`config.mk`:
```
export PLATFORM = sky130hd
export DESIGN_NAME = ps2_keycode_rx
export DESIGN_NICKNAME = d
export VERILOG_FILES = /design/src/rtl/ps2_pkg.sv /design/src/rtl/ps2_clk_filter.sv /design/src/rtl/ps2_keycode_rx.sv
export SDC_FILE = /design/constraint.sdc
export NUM_CORES = 1
export LEC_CHECK = 0
export ABC_AREA = 0
export ABC_CLOCK_PERIOD_IN_PS = 3050
export BUFFER_PORTS_ARGS = -buffer_cell sky130_fd_sc_hd__buf_2
export CORE_ASPECT_RATIO = 0.75
export CORE_MARGIN = 2
export CORE_UTILIZATION = 29
export CTS_CLUSTER_DIAMETER = 120
export DETAILED_ROUTE_END_ITERATION = 12
export PLACE_DENSITY = 0.4
export SYNTH_ARGS = -nofsm -noshare
export SYNTH_HDL_FRONTEND = slang
export SYNTH_SLANG_ARGS = --single-unit
```
`constraint.sdc`:
```
create_clock -name Clk -period 3.05 [get_ports Clk]
set_input_delay 0.61 -clock Clk [delete_from_list [all_inputs] [get_ports Clk]]
set_output_delay 0.61 -clock Clk [all_outputs]
set_load 0.01 [all_outputs]
```
`src/rtl/ps2_pkg.sv`:
```
// Shared types and constants for the PS/2 keyboard receiver: FSM state
// encoding, set-2 prefix bytes and the HID usages the ball/game logic uses.
package ps2_pkg;

  // Receiver frame state
  typedef enum logic [1:0] {
    IDLE   = 2'd0,
    DATA   = 2'd1,
    PARITY = 2'd2,
    STOP   = 2'd3
  } ps2_state_t;

  // Scan code set 2 prefix bytes
  localparam logic [7:0] PREFIX_EXT = 8'hE0;
  localparam logic [7:0] PREFIX_BRK = 8'hF0;

  // Set 2 make codes that the game cares about
  localparam logic [7:0] SC_W     = 8'h1D;
  localparam logic [7:0] SC_A     = 8'h1C;
  localparam logic [7:0] SC_S     = 8'h1B;
  localparam logic [7:0] SC_D     = 8'h23;
  localparam logic [7:0] SC_SPACE = 8'h29;
  localparam logic [7:0] SC_ENTER = 8'h5A;
  localparam logic [7:0] SC_UP    = 8'h75;  // E0-prefixed
  localparam logic [7:0] SC_DOWN  = 8'h72;  // E0-prefixed
  localparam logic [7:0] SC_LEFT  = 8'h6B;  // E0-prefixed
  localparam logic [7:0] SC_RIGHT = 8'h74;  // E0-prefixed

  // HID usage codes shared with the ball logic
  localparam logic [7:0] HID_NONE  = 8'h00;
  localparam logic [7:0] HID_W     = 8'h1A;
  localparam logic [7:0] HID_A     = 8'h04;
  localparam logic [7:0] HID_S     = 8'h16;
  localparam logic [7:0] HID_D     = 8'h07;
  localparam logic [7:0] HID_SPACE = 8'h2C;
  localparam logic [7:0] HID_ENTER = 8'h28;
  localparam logic [7:0] HID_UP    = 8'h52;
  localparam logic [7:0] HID_DOWN  = 8'h51;
  localparam logic [7:0] HID_LEFT  = 8'h50;
  localparam logic [7:0] HID_RIGHT = 8'h4F;

  // Odd parity holds when D0..D7 plus the parity bit carry an odd number of ones
  function automatic logic odd_parity_ok(input logic [7:0] data, input logic par);
    return ^{data, par};
  endfunction

endpackage

```
`src/rtl/ps2_clk_filter.sv`:
```
// Synchronizes the raw PS/2 clock, accepts a new level only after it has been
// stable for FILTER_LEN cycles, and emits a one-cycle pulse on each accepted
// falling edge.
module ps2_clk_filter #(
  parameter int FILTER_LEN = 8
) (
  input  logic clk,
  input  logic rst_n,
  input  logic ps2_clk,
  output logic ps2_fall
);

  localparam int CNT_W = (FILTER_LEN > 1) ? $clog2(FILTER_LEN) : 1;
  localparam logic [CNT_W-1:0] CNT_LAST = CNT_W'(FILTER_LEN - 1);

  logic [1:0]       sync_reg;
  logic             filt_reg;
  logic             filt_d_reg;
  logic [CNT_W-1:0] cnt_reg;

  // Two-flop synchronizer; resets to the idle line level
  always_ff @(posedge clk or negedge rst_n) begin
    if (!rst_n) begin
      sync_reg <= 2'b11;
    end else begin
      sync_reg <= {sync_reg[0], ps2_clk};
    end
  end

  // Stable-level filter: a differing level must persist FILTER_LEN cycles
  always_ff @(posedge clk or negedge rst_n) begin
    if (!rst_n) begin
      filt_reg <= 1'b1;
      cnt_reg  <= '0;
    end else if (sync_reg[1] == filt_reg) begin
      cnt_reg <= '0;
    end else if (cnt_reg == CNT_LAST) begin
      filt_reg <= sync_reg[1];
      cnt_reg  <= '0;
    end else begin
      cnt_reg <= cnt_reg + 1'b1;
    end
  end

  // Delayed copy of the filtered level for edge detection
  always_ff @(posedge clk or negedge rst_n) begin
    if (!rst_n) begin
      filt_d_reg <= 1'b1;
    end else begin
      filt_d_reg <= filt_reg;
    end
  end

  assign ps2_fall = filt_d_reg & ~filt_reg;

endmodule

```
`src/rtl/ps2_keycode_rx.sv`:
```
// PS/2 keyboard receiver: deserializes set-2 frames, tracks E0/F0 prefixes
// and presents the held key as an 8-bit HID usage for the game logic.
module ps2_keycode_rx
  import ps2_pkg::*;
#(
  parameter int FILTER_LEN     = 8,
  parameter int TIMEOUT_CYCLES = 50000
) (
  input  logic       Clk,
  input  logic       Reset,
  input  logic       ps2_clk,
  input  logic       ps2_data,
  output logic [7:0] keycode,
  output logic       key_valid,
  output logic       frame_err
);

  localparam int TMO_W = $clog2(TIMEOUT_CYCLES + 1);
  localparam logic [TMO_W-1:0] TMO_LAST = TMO_W'(TIMEOUT_CYCLES - 1);

  ps2_state_t       state_reg;
  logic [1:0]       data_sync_reg;
  logic [7:0]       shift_reg;
  logic [2:0]       bit_cnt_reg;
  logic             parity_reg;
  logic             ext_reg;
  logic             brk_reg;
  logic [TMO_W-1:0] tmo_cnt_reg;
  logic [7:0]       keycode_reg;
  logic             key_valid_reg;
  logic             frame_err_reg;

  logic             fall;
  logic             data_bit;
  logic [7:0]       usage_next;

  ps2_clk_filter #(
    .FILTER_LEN(FILTER_LEN)
  ) u_clk_filter (
    .clk      (Clk),
    .rst_n    (Reset),
    .ps2_clk  (ps2_clk),
    .ps2_fall (fall)
  );

  // Two-flop synchronizer for the data line; resets to idle level
  always_ff @(posedge Clk or negedge Reset) begin
    if (!Reset) begin
      data_sync_reg <= 2'b11;
    end else begin
      data_sync_reg <= {data_sync_reg[0], ps2_data};
    end
  end

  assign data_bit = data_sync_reg[1];

  // Set-2 to HID translation of the just-completed byte, honouring the E0 prefix
  always_comb begin
    usage_next = HID_NONE;
    if (ext_reg) begin
      case (shift_reg)
        SC_UP:    usage_next = HID_UP;
        SC_DOWN:  usage_next = HID_DOWN;
        SC_LEFT:  usage_next = HID_LEFT;
        SC_RIGHT: usage_next = HID_RIGHT;
        default:  usage_next = HID_NONE;
      endcase
    end else begin
      case (shift_reg)
        SC_W:     usage_next = HID_W;
        SC_A:     usage_next = HID_A;
        SC_S:     usage_next = HID_S;
        SC_D:     usage_next = HID_D;
        SC_SPACE: usage_next = HID_SPACE;
        SC_ENTER: usage_next = HID_ENTER;
        default:  usage_next = HID_NONE;
      endcase
    end
  end

  // Frame FSM with prefix tracking, key state and registered pulse outputs
  always_ff @(posedge Clk or negedge Reset) begin
    if (!Reset) begin
      state_reg     <= IDLE;
      shift_reg     <= '0;
      bit_cnt_reg   <= '0;
      parity_reg    <= 1'b0;
      ext_reg       <= 1'b0;
      brk_reg       <= 1'b0;
      tmo_cnt_reg   <= '0;
      keycode_reg   <= HID_NONE;
      key_valid_reg <= 1'b0;
      frame_err_reg <= 1'b0;
    end else begin
      key_valid_reg <= 1'b0;
      frame_err_reg <= 1'b0;

      // Idle-time counter only runs mid-frame and restarts on every edge
      if (fall || state_reg == IDLE) begin
        tmo_cnt_reg <= '0;
      end else begin
        tmo_cnt_reg <= tmo_cnt_reg + 1'b1;
      end

      if (state_reg != IDLE && !fall && tmo_cnt_reg == TMO_LAST) begin
        // Keyboard stalled mid-frame: abandon the partial byte
        state_reg     <= IDLE;
        ext_reg       <= 1'b0;
        brk_reg       <= 1'b0;
        frame_err_reg <= 1'b1;
      end else if (fall) begin
        case (state_reg)
          IDLE: begin
            // A high level here is line noise, not a start bit
            if (!data_bit) begin
              state_reg   <= DATA;
              bit_cnt_reg <= '0;
            end
          end
          DATA: begin
            shift_reg   <= {data_bit, shift_reg[7:1]};
            bit_cnt_reg <= bit_cnt_reg + 1'b1;
            if (bit_cnt_reg == 3'd7) begin
              state_reg <= PARITY;
            end
          end
          PARITY: begin
            parity_reg <= data_bit;
            state_reg  <= STOP;
          end
          STOP: begin
            state_reg <= IDLE;
            if (!data_bit || !odd_parity_ok(shift_reg, parity_reg)) begin
              frame_err_reg <= 1'b1;
              ext_reg       <= 1'b0;
              brk_reg       <= 1'b0;
            end else if (shift_reg == PREFIX_EXT) begin
              ext_reg <= 1'b1;
            end else if (shift_reg == PREFIX_BRK) begin
              brk_reg <= 1'b1;
            end else begin
              ext_reg <= 1'b0;
              brk_reg <= 1'b0;
              if (usage_next != HID_NONE) begin
                if (!brk_reg) begin
                  keycode_reg   <= usage_next;
                  key_valid_reg <= 1'b1;
                end else if (usage_next == keycode_reg) begin
                  // Only releasing the reported key clears it
                  keycode_reg   <= HID_NONE;
                  key_valid_reg <= 1'b1;
                end
              end
            end
          end
          default: state_reg <= IDLE;
        endcase
      end
    end
  end

  assign keycode   = keycode_reg;
  assign key_valid = key_valid_reg;
  assign frame_err = frame_err_reg;

endmodule

```
==> out/qor.txt, run 1 <==
syn avg cell area -> 9.959 sq um
Setup Fix Bufs, Post-CTS -> 0
worst reg2reg path depth -> 6
CTS max path bufs -> 2
worst path cell trace -> nand4bb_1 > o31ai_1 > xnor2_1 > nand3_1 > o41ai_4 > o21ai_0
busiest grt layer -> met1
PostCTS Resize Cnt -> 0
switch share -> 32.82%
Worst setup startpoint -> shift_reg[3]
Yosys cell types -> 65
fmax -> 371.7 MHz
Final TNS setup -> 0 ns
Starting Density -> 30.07%
Post-DP HPWL -> 4.569 mm
delay-heaviest family, CP -> compound AO/OA/AOI/OAI gates
CP Class -> flip-flop to flip-flop
Reg-to-Reg Start -> shift_reg[3]
final setup vio count -> 0
sw power -> 0.6694 mW
drt drc -> 0
num rows -> 31
Startpoint Class -> flip-flop
final cycle utilization of the critical path -> 88.22%
min Tclk post-route -> 2.691 ns
clock power share -> 30.6%
Overall Power -> 2.040 mW
Ant. Diodes -> 0
Leak -> 1.391 nW
Post-DRT Antenna Nets -> 0
number of global-route vias before repair -> 2084
max FFs per register -> 16
status -> finished clean
grt met2 use -> 15.67%
later-pin clock latency in the skew report -> 0.29 ns
CORE AREA -> 0.009736 sq mm
I/O pins -> 14
fraction of layout cells with a size suffix above 1 -> 17.05%
max incr delay on CP -> 0.60 ns
Power per Cell Area -> 620.3 mW/mm^2
slew at the pin closest to its max-slew limit -> 0.9736 ns
register area -> 0.001259 sq mm
TritonCTS clock tree -> yes
Yosys warnings -> 0
die width -> 120.0 microns
GRT overflow -> 0
number of max-cap violations -> 0
largest net degree at the start of global routing -> 23
multi-input logic area -> 0.001541 sq mm
met1 Use GR -> 20.55%
H-tree levels -> 2
Vias -> 2204
CP Capture Type -> flip-flop
Synth Register Bits -> 50
ys flop type -> dfrtp_1
# hold bufs at CTS -> 0
commonest cells after routing, fill and taps aside -> dfrtp_1 (44), nor2_1 (21), nand2_1 (17), inv_1 (14), o21ai_0 (14)
CP bufs+invs -> 0
internal power -> 1.370 mW
first-pass GRT wire length -> 10.94 mm
worst flop-to-flop path endpoint -> keycode[6]
GRT met3 Usage -> 3.078%
Setup crit end -> keycode[6]
Via density -> 5.043
WP data arrival -> 2.84 ns
I/O Buffers -> 12
HP Class -> primary input to asynchronous set/reset pin
DR iter-0 viols -> 168
Worst Skew -> 0.005697 ns
sequential share of the synthesized area -> 42.99%
Hold Slack -> 0.2997 ns
Slowest-stage cell, CP -> o41ai_4
Post-synth EDFFs -> 0
Clock Pin Slew Worst Setup and Hold Paths -> 0.07 ns
initial antenna violation count -> 0
Post-Synthesis Cells -> 294
DP Worst Slack -> 0.3823 ns
Die ar. -> 0.01092 sq mm
post-layout util -> 33.77%
final hold vios -> 0
Reg power frac -> 41.5%
max_slew headroom -> 34.07%
non-filler cells, final -> 437
root buf cell -> clkbuf_16
# placed instances -> 429
r2r setup slk -> 0.36 ns
Num CTS Buffers -> 5
Netlist Area Pre-Place -> 0.002928 sq mm
RSZ-0062 raised after global routing -> no
commonest non-fill, non-tap cell in the layout -> dfrtp_1
worst path required time -> 3.20 ns
GRT Overall Usage -> 12.53%
Net Count, Synth -> 307
asr flop ratio synth -> 100.0%
DR pass1 iterations -> 4
Post-DP Area -> 0.003123 sq mm
Comb pwr share -> 27.8%
post-route setup slack -> 0.3594 ns
Fill cells -> 983
final net count -> 317
Area Overhead vs Synth -> 12.31%
Crit. path cell count -> 6
Die Ht -> 91.02 microns
Detailed Route WL -> 6.327 mm
Final Cell Area -> 0.003288 sq mm
Slew Limit Fails -> 0
Worst VDD drop -> 0.0002110 V
CTS Sinks -> 50
routed len/inst -> 14.48 microns
maximum fanout along the worst path -> 14
Final GP Congestion -> 0.8548
[worst min-delay path by stage]
stage,from,to,slack [ns],cells past startpoint
5_1_grt,Reset,state_reg[1],0.34,1
4_1_cts,Reset,shift_reg[0],0.32,1
3_3_place_gp,u_clk_filter.sync_reg[0],u_clk_filter.sync_reg[1],0.35,0
6_report,Reset,shift_reg[0],0.30,1
3_5_place_dp,u_clk_filter.sync_reg[0],u_clk_filter.sync_reg[1],0.35,0
2_1_floorplan,Reset,bit_cnt_reg[0],0.31,0
[layout make-up]
type	instances	area share (%)
clock inverter	3	1.218
inverter	14	1.598
timing repair buffer	18	3.196
sequential	50	38.28
multi-input combinational	215	46.88
tap	132	5.023
clock buffer	5	3.805
[layer usage]
metal  vias to the layer above  part of all wire [%]
met3                         4                   3.4
met2                        32                    39
met1                      1075                    57
met4                         0                  0.92
li1                       1093                     -
met5                         -                     0
[power by group through the flow]
stage	sequential (mW)	combinational [mW]	clock, mW
floorplan	0.812	0.465	0
global placement	0.862	0.578	0
detailed placement	0.861	0.571	0
CTS	0.848	0.574	0.647
global route	0.864	0.650	0.684
finish	0.847	0.568	0.625
[logic make-up after synthesis]
group                      count (synthesis)  share of synthesized area (%)
and+or+nand+nor                          107                          21.45
AOI/OAI and AO/OA                         68                          17.05
DFF                                       50                          42.99
buffers and inverters                     29                          4.359
xor gates and xnor gates                  21                          6.752
adders and majority gates                  9                          3.846
muxes                                      9                          3.419
other                                      1                         0.1281
[synthesized netlist by cell type (all sizes together), types with 7 or more instances]
cell / instances / share of area (%)
nand2: 17 / 2.2
clkbuf: 7 / 0.90
o21ai: 19 / 3.2
a21oi: 10 / 1.8
inv: 14 / 1.8
mux2: 8 / 3.1
a32oi: 8 / 2.4
nor2: 21 / 2.7
nor3: 8 / 1.4
xor2: 9 / 2.7
ha: 9 / 3.8
buf: 8 / 1.7
nand3: 13 / 2.2
dfrtp: 44 / 38
xnor2: 11 / 3.3
[worst reg2reg max path, delay by kind of cell (launching register included)]
kind             cells  cell delay, ns
AO/OA/AOI/OAI        3            1.35
XOR/XNOR             1            0.20
flip-flops           1            0.54
AND/OR/NAND/NOR      2            0.46
No activity file was read; power rests on OpenSTA's default activity.
==> run 2: changes to the inputs <==
PLACE_DENSITY = unset   (was 0.4)
PLACE_DENSITY_LB_ADDON = 0.08   (was unset)
SLEW_MARGIN = 0   (was unset)
==> run 2 against run 1 <==
Effect of this change: largest cell class unchanged; global-route usage is 0.60 points higher; total power is 3.7% lower; utilization is 0.19 points lower; wire length is 3.1% higher; hold slack better by 0.031 ns; critical path depth is 1 higher; non-clock buffer count stayed put; design area is 0.57% lower; combinational power is 0.9% higher; first-iteration DRC count is 24% lower; die area stayed put.
==> out/qor.txt, run 2 (synthesis results as in run 1) <==
min Tclk post-route -> 2.705 ns
Die Ht -> 91.02 microns
fmax -> 369.7 MHz
DR iter-0 viols -> 128
non-filler cells, final -> 437
Die ar. -> 0.01092 sq mm
status -> finished clean
Power per Cell Area -> 600.9 mW/mm^2
I/O pins -> 14
internal power -> 1.290 mW
final hold vios -> 0
Vias -> 2208
Worst Skew -> 0.009014 ns
TritonCTS clock tree -> yes
final setup vio count -> 0
Post-DP HPWL -> 4.702 mm
Startpoint Class -> flip-flop
H-tree levels -> 2
delay-heaviest family, CP -> compound AO/OA/AOI/OAI gates
I/O Buffers -> 12
Fill cells -> 1021
register area -> 0.001259 sq mm
CP Class -> flip-flop to flip-flop
PostCTS Resize Cnt -> 0
# hold bufs at CTS -> 0
die width -> 120.0 microns
Overall Power -> 1.965 mW
Final TNS setup -> 0 ns
Starting Density -> 30.07%
initial antenna violation count -> 0
slew at the pin closest to its max-slew limit -> 1.073 ns
drt drc -> 0
largest net degree at the start of global routing -> 28
sw power -> 0.6746 mW
Reg power frac -> 42.9%
switch share -> 34.33%
Worst VDD drop -> 0.0003003 V
Post-DP Area -> 0.003123 sq mm
max_slew headroom -> 27.31%
DR pass1 iterations -> 4
Leak -> 1.378 nW
CP bufs+invs -> 0
Comb pwr share -> 29.2%
commonest cells after routing, fill and taps aside -> dfrtp_1 (44), nor2_1 (21), nand2_1 (17), inv_1 (14), o21ai_0 (14)
Area Overhead vs Synth -> 11.67%
routed len/inst -> 14.92 microns
max FFs per register -> 16
Slew Limit Fails -> 0
CTS max path bufs -> 2
WP data arrival -> 2.92 ns
GRT Overall Usage -> 13.12%
multi-input logic area -> 0.001541 sq mm
RSZ-0062 raised after global routing -> no
worst path cell trace -> nor4bb_1 > and4bb_1 > o21bai_1 > a21oi_2 > o311ai_1 > a32oi_1 > o21ai_1
Post-DRT Antenna Nets -> 0
clock power share -> 27.9%
num rows -> 31
commonest non-fill, non-tap cell in the layout -> dfrtp_1
Clock Pin Slew Worst Setup and Hold Paths -> 0.07 ns
Setup Fix Bufs, Post-CTS -> 0
HP Class -> primary input to asynchronous set/reset pin
CORE AREA -> 0.009736 sq mm
maximum fanout along the worst path -> 14
Slowest-stage cell, CP -> o311ai_1
CTS Sinks -> 50
Via density -> 5.053
root buf cell -> clkbuf_16
final net count -> 317
first-pass GRT wire length -> 11.44 mm
Final Cell Area -> 0.003269 sq mm
worst path required time -> 3.27 ns
fraction of layout cells with a size suffix above 1 -> 17.05%
final cycle utilization of the critical path -> 88.68%
Hold Slack -> 0.3307 ns
Ant. Diodes -> 0
number of global-route vias before repair -> 2153
GRT overflow -> 0
CP Capture Type -> flip-flop
max incr delay on CP -> 0.89 ns
Final GP Congestion -> 0.7859
later-pin clock latency in the skew report -> 0.29 ns
# placed instances -> 429
Num CTS Buffers -> 5
Detailed Route WL -> 6.521 mm
number of max-cap violations -> 0
## run 2: cell count changes in the layout (fill, tap and decap cells not counted), sizes merged
cell      delta
bufinv       -1
clkinvlp     +1
## run 2: final cells by class
type	instances	share of cell area (%)
Multi-Input combinational cell	215	47.15
Sequential cell	50	38.50
Tap cell	132	5.052
Clock buffer	5	3.827
Timing Repair Buffer	18	3.215
Inverter	14	1.607
Clock inverter	3	0.6506
## run 2: power by group through the flow
stage          combinational (mW)  sequential (mW)  clock [mW]
2_1_floorplan               0.465            0.812           0
3_3_place_gp                0.589            0.860           0
3_5_place_dp                0.577            0.858           0
4_1_cts                     0.580            0.845       0.581
5_1_grt                     0.650            0.860       0.613
6_report                    0.573            0.844       0.548
## run 2: final timing paths
path / start / end / slack (ns) / cells after the start
worst max-delay path: shift_reg[4] / keycode[1] / 0.35 / 7
worst min-delay path: Reset / bit_cnt_reg[2] / 0.33 / 1
worst max register to register: shift_reg[4] / keycode[1] / 0.35 / 7
worst min register to register: data_sync_reg[0] / data_sync_reg[1] / 0.36 / 0
max in group asynchronous: Reset / tmo_cnt_reg[14] / 1.97 / 2
min in group Clk: data_sync_reg[0] / data_sync_reg[1] / 0.36 / 0
## run 2: per-stage QoR
stage	util, %	worst slack (ns)
2_1_floorplan	-	0.8733
3_3_place_gp	32.08	0.3541
3_5_place_dp	32.08	0.3847
4_1_cts	33.58	0.3656
5_1_grt	33.58	0.08734
6_report	33.58	0.3452
## run 2: per-layer routing
layer / vias to the layer above / share of wire [%] / wire length [microns] / GRT usage (%)
met5: - / 0 / 0 / 0
met4: 0 / 0.81 / 53 / 3.235
met3: 4 / 3.5 / 227 / 2.827
met2: 36 / 40 / 2580 / 17.19
met1: 1079 / 56 / 3659 / 21.19
li1: 1089 / - / - / -
## run 2: worst reg2reg max path, cell delays in order, from the launching register on
cell	delay, ns
dfrtp_1	0.63
nor4bb_1	0.14
and4bb_1	0.24
o21bai_1	0.37
a21oi_2	0.12
o311ai_1	0.89
a32oi_1	0.11
o21ai_1	0.13
